<file path="src/rtl/wddl_xor_tree_pipe.sv">
`default_nettype none
// ============================================================================
// Module   : wddl_xor_tree_pipe
// Purpose  : Pipelined N-input WDDL dual-rail XOR tree. Each tree level is
//            registered, so a result appears LEVELS cycles after its operands
//            are accepted. An internal precharge/evaluate phase toggles every
//            cycle. Operands are accepted only in EVAL. Registered outputs are
//            checked every cycle for dual-rail integrity.
// Ports    : clk, rst            - clock and synchronous active-high reset
//            in_valid / in_ready - input handshake (in_ready = EVAL phase)
//            d_p_in / d_n_in     - N_IN packed operands, true/false rails
//            out_valid           - output holds a result token
//            d_p_out / d_n_out   - XOR of all operands, true/false rails
//            err_clr             - clears err and err_cnt
//            err / err_cnt       - sticky violation flag, saturating count
// Revision : 1.0  initial release
// ============================================================================
module wddl_xor_tree_pipe #(
    parameter int WIDTH = 1,
    parameter int N_IN  = 5
) (
    input  logic                  clk,
    input  logic                  rst,
    input  logic                  in_valid,
    output logic                  in_ready,
    input  logic [N_IN*WIDTH-1:0] d_p_in,
    input  logic [N_IN*WIDTH-1:0] d_n_in,
    output logic                  out_valid,
    output logic [WIDTH-1:0]      d_p_out,
    output logic [WIDTH-1:0]      d_n_out,
    input  logic                  err_clr,
    output logic                  err,
    output logic [7:0]            err_cnt
);

    localparam int LEVELS = $clog2(N_IN);

    // Number of tree nodes at level k (level 0 = the operands themselves).
    function automatic int nodes_at(input int k);
        return (N_IN + (1 << k) - 1) >> k;
    endfunction

    // Index of the first node of level k in the flattened node list.
    function automatic int base_of(input int k);
        int s;
        s = 0;
        for (int j = 0; j < k; j++) begin
            s = s + nodes_at(j);
        end
        return s;
    endfunction

    localparam int TOTAL = base_of(LEVELS + 1);
    localparam int NREG  = TOTAL - N_IN;

    if (N_IN < 2 || N_IN > 16) begin : g_bad_n_in
        $error("wddl_xor_tree_pipe: N_IN must lie in 2..16");
    end

    logic                   r_ph;
    logic [LEVELS-1:0]      r_vld;
    logic [NREG*WIDTH-1:0]  r_p;
    logic [NREG*WIDTH-1:0]  r_n;
    logic [NREG*WIDTH-1:0]  w_nxt_p;
    logic [NREG*WIDTH-1:0]  w_nxt_n;
    logic [N_IN*WIDTH-1:0]  w_l0_p;
    logic [N_IN*WIDTH-1:0]  w_l0_n;
    logic [TOTAL*WIDTH-1:0] w_all_p;
    logic [TOTAL*WIDTH-1:0] w_all_n;
    logic                   w_xfer;
    logic                   w_viol;
    logic                   r_err;
    logic [7:0]             r_cnt;

    assign w_xfer = in_valid & r_ph;

    // Outside a transfer, level 0 is forced to spacer so that tokens and
    // spacers alternate through every stage.
    assign w_l0_p = w_xfer ? d_p_in : {(N_IN*WIDTH){1'b0}};
    assign w_l0_n = w_xfer ? d_n_in : {(N_IN*WIDTH){1'b0}};

    // All tree nodes in one flat list: level 0 first, then registered levels.
    assign w_all_p = {r_p, w_l0_p};
    assign w_all_n = {r_n, w_l0_n};

    genvar k, i;
    for (k = 1; k <= LEVELS; k = k + 1) begin : g_lvl
        localparam int SRC   = base_of(k - 1);
        localparam int SRC_N = nodes_at(k - 1);
        localparam int DST   = base_of(k) - N_IN;
        for (i = 0; i < nodes_at(k); i = i + 1) begin : g_node
            localparam int A = (SRC + 2 * i) * WIDTH;
            localparam int D = (DST + i) * WIDTH;
            if (2 * i + 1 < SRC_N) begin : g_pair
                localparam int B = A + WIDTH;
                // Positive-rail AND/OR only: spacer in gives spacer out.
                assign w_nxt_p[D +: WIDTH] = (w_all_p[A +: WIDTH] & w_all_n[B +: WIDTH])
                                           | (w_all_n[A +: WIDTH] & w_all_p[B +: WIDTH]);
                assign w_nxt_n[D +: WIDTH] = (w_all_p[A +: WIDTH] & w_all_p[B +: WIDTH])
                                           | (w_all_n[A +: WIDTH] & w_all_n[B +: WIDTH]);
            end else begin : g_pass
                // Odd leftover node is carried forward to keep equal latency.
                assign w_nxt_p[D +: WIDTH] = w_all_p[A +: WIDTH];
                assign w_nxt_n[D +: WIDTH] = w_all_n[A +: WIDTH];
            end
        end
    end

    // The last node of the last level is the top WIDTH bits of the registers.
    assign d_p_out   = r_p[NREG*WIDTH-1 -: WIDTH];
    assign d_n_out   = r_n[NREG*WIDTH-1 -: WIDTH];
    assign out_valid = r_vld[LEVELS-1];
    assign in_ready  = r_ph;
    assign err       = r_err;
    assign err_cnt   = r_cnt;

    // A token must have p != n on every bit; a spacer must be all zero.
    assign w_viol = out_valid ? (|(~(d_p_out ^ d_n_out))) : (|(d_p_out | d_n_out));

    always_ff @(posedge clk) begin
        if (rst) begin
            r_ph  <= 1'b0;
            r_vld <= '0;
            r_p   <= '0;
            r_n   <= '0;
            r_err <= 1'b0;
            r_cnt <= 8'd0;
        end else begin
            r_ph  <= ~r_ph;
            r_vld <= LEVELS'({r_vld, w_xfer});
            r_p   <= w_nxt_p;
            r_n   <= w_nxt_n;
            if (err_clr) begin
                r_err <= 1'b0;
                r_cnt <= 8'd0;
            end else if (w_viol) begin
                r_err <= 1'b1;
                if (r_cnt != 8'hFF) begin
                    r_cnt <= r_cnt + 8'd1;
                end
            end
        end
    end

endmodule
`default_nettype wire
</file>
<file path="config.mk">
export PLATFORM = sky130hd
export DESIGN_NAME = wddl_xor_tree_pipe
export DESIGN_NICKNAME = d
export VERILOG_FILES = /design/src/rtl/wddl_xor_tree_pipe.sv
export SDC_FILE = /design/constraint.sdc
export NUM_CORES = 1
export LEC_CHECK = 0
export BUFFER_PORTS_ARGS = -buffer_cell sky130_fd_sc_hd__buf_2
export CORE_ASPECT_RATIO = 1.75
export CORE_MARGIN = 4
export CORE_UTILIZATION = 25
export CTS_CLUSTER_DIAMETER = 100
export CTS_CLUSTER_SIZE = 28
export DETAILED_ROUTE_END_ITERATION = 10
export HOLD_SLACK_MARGIN = 0.03
export PLACE_DENSITY = 0.47
export SETUP_SLACK_MARGIN = 0.15
export SYNTH_ARGS = -nofsm -noshare
export SYNTH_HDL_FRONTEND = slang
export SYNTH_SLANG_ARGS = --single-unit
</file>
<file path="constraint.sdc">
create_clock -name clk -period 1.9 [get_ports clk]
set_clock_uncertainty 0.1 [all_clocks]
set_input_delay 0.095 -clock clk [delete_from_list [all_inputs] [get_ports clk]]
set_output_delay 0.095 -clock clk [all_outputs]
set_load 0.05 [all_outputs]
</file>
==> results.py <==
metrics = {
    "run_status": {
        "status": "finished clean",
    },
    "pwr": {
        "power_density_nw_per_um2": 689,
        "p_leak_nw": 0.557,
        "irDropWorstVdd_mv": 0.370,
        "p_int_uw": 712,
        "p_clk_share_pct": 34.2,
        "total_power_uw": 906,
        "swShare_pct": 21.4,
        "p_seq_share_pct": 58.6,
        "combPwrFrac_pct": 7.2,
        "p_switching_uw": 194,
    },
    "yosys": {
        "async_reset_ff_share_pct": 0,
        "synth_area_leaders": "dfxtp_1, a22oi_1, nor2_1, ha_1, nor2b_1",
        "ys_seq_area_share_pct": 53.8,
        "synth.distinct_cells": 27,
        "yosys.area.top_type_share_pct": 53.8,
        "synthFlopType": "dfxtp_1",
        "synthCells": 93,
        "yosys.area.top_type": "dfxtp_1",
        "synth_seq_cells": 25,
        "synth_nets": 109,
        "ys_warn_count": 0,
        "avgSynthCellArea_um2": 10.0,
        "synth_edf_count": 0,
        "synth_area_um2": 931,
    },
    "global_routing": {
        "grt_pass1_vias": 730,
        "grt_overflow": 0,
        "grtUsageTotal_pct": 8.51,
        "grt_pass1_wl_um": 3090,
        "grt_max_degree": 16,
        "antenna_found_initial": 0,
    },
    "die": {
        "die_y_um": 88.7,
        "chipWidth_um": 54.1,
        "fp.dieArea_um2": 4800,
        "ios": 27,
        "core_area_um2": 3590,
        "start_util_pct": 25.9,
        "num_rows": 29,
    },
    "detailed_routing": {
        "drcViolationCount": 0,
        "viasPerCell": 4.35,
        "wire_per_inst_um": 10.3,
        "drt_iter0_markers": 6,
        "ant_nets": 0,
        "wl_um": 1850,
        "drt_pass1_iterations": 2,
        "vias": 783,
    },
    "hold_path": {
        "hold_depth": 3,
        "hold_end": "err_cnt[3]",
        "min_from": "err_clr",
        "min_path_type": "in -> reg",
    },
    "placement": {
        "pre_cts_slack_ns": 0.180,
        "io_buffer_count": 26,
        "dp_hpwl_um": 1360,
        "gp_congestion": 0.781,
    },
    "clock_tree": {
        "cts.path.max_buffers": 2,
        "clock_latency_ns": 0.26,
        "cts_tree": "yes",
        "clock-sinks": 25,
        "clk_pin_slew_worst_paths_ns": 0.09,
        "htree_levels": 1,
        "cts_root_buffer": "clkbuf_8",
        "numCtsBuffers": 3,
    },
    "sta": {
        "period_minus_slack_ns": 1.71,
        "worst_slew_pin_slew_ns": 0.375,
        "fmax_mhz": 583,
        "setup_violations": 0,
        "min_period_over_period_pct": 90.2,
        "maxSlewHeadroom_pct": 74.7,
        "rsz0062_at_grt": "true",
        "maxSlewViolCount": 0,
        "fin_ws_ns": 0.186,
        "hold_violations": 0,
        "tns_ns": 0,
    },
    "worst_setup_path": {
        "r2r_end": "err_cnt[5]",
        "crit_fanout": 6,
        "worstPathArrival_ns": 1.81,
        "path_class": "reg -> reg",
        "startpoint_type": "register",
        "r2r_slack_ns": 0.19,
        "regToRegStartpoint": "r_p[5]",
        "r2r_cells": 6,
        "cp-end-kind": "register",
        "cp.required_ns": 2.00,
    },
    "layout": {
        "postLayoutCoreUtil_pct": 36.6,
        "final_cell_mix": "buf_2, dfxtp_1, nor2_1, dlygate4sd3_1, a22oi_1",
        "diodes": 0,
        "fillers": 372,
        "drive_above_1_share_pct": 36.6,
        "fin_nets": 151,
        "register_area_um2": 514,
        "multi_input_area_um2": 424,
        "syn_to_final_growth_pct": 41.3,
        "final_common_cell": "buf_2",
    },
    "job": {
        "drv_cap": 0,
    },
}
-- what timing repair did --
action	CTS	global route
hold buffers	11	0
endpoints found under the hold margin	8	0
resized for setup	0	1
buffers inserted	0	1
endpoints found under the setup margin	0	2
-- cell usage after synthesis, drive strengths merged (3+ instances only) --
master and count:
a21oi 3, a22oi 8, dfxtp 25, mux2i 3, and2 3, nor2b 4, or2 3, nor2 16
nand2 3, inv 4
-- cells by family after synthesis --
kind of cell | share of synthesized area, %
buf+inv | 2.42
simple gates | 22.2
mux | 4.57
fa+ha+maj | 2.69
compound gates | 12.5
xor+xnor | 1.88
flops | 53.8
-- per-stage QoR --
stage / std cells / hold WS (ns) / area [µm²]
floorplan: 93 / 0.117 / 957
global placement: 164 / 0.199 / 1140
detailed placement: 164 / 0.204 / 1140
CTS: 179 / 0.0887 / 1300
global route: 180 / 0.101 / 1320
finish: 180 / 0.0848 / 1320
-- worst max-delay path, cell delays in order (launching register included) --
cell and delay, ns:
dfxtp_4 0.35, inv_2 0.04, ha_4 0.23, mux2i_4 0.17, nand4_4 0.13, or4_1 0.48, a21oi_1 0.15
-- final cells by class --
type                       count  area share, %
clock buffer                   3           3.14
clock inverter                 1          0.571
inverter                       4           1.14
multi-input combinational     62           32.3
sequential                    25           39.1
tap                           46           4.38
timing repair buffer          39           19.4
-- sequential cells by signal, summed over array words and instances, names as in the netlist --
signal / cells
err: 1
in_ready: 1
r_p: 6
r_n: 6
r_vld: 3
err_cnt: 8
-- routing by layer --
layer,vias up,routed length (µm),track usage (%)
li1,405,-,-
met3,4,80,1.85
met2,14,1030,14.8
met4,0,34,4.99
met5,-,0,0
met1,360,706,8.94
-- power by group through the flow --
stage	clock network [mW]	logic, mW	registers (mW)
floorplan	0	0.0172	0.550
global placement	0	0.0435	0.543
detailed placement	0	0.0444	0.543
CTS	0.325	0.0647	0.531
global route	0.347	0.0726	0.532
finish	0.310	0.0656	0.530
-- worst max-delay path by stage --
| stage | end | slack (ns) | startpoint | cells past startpoint |
|---|---|---|---|---|
| global placement | err_cnt[5] | 0.22 | r_p[5] | 6 |
| finish | err_cnt[5] | 0.19 | r_p[5] | 6 |
| detailed placement | err_cnt[5] | 0.18 | r_p[5] | 6 |
| floorplan | err_cnt[5] | 0.04 | r_p[5] | 6 |
| global route | err_cnt[5] | 0.14 | r_p[5] | 6 |
| CTS | err_cnt[5] | 0.16 | r_p[5] | 6 |
No activity file was read; power rests on OpenSTA's default activity.
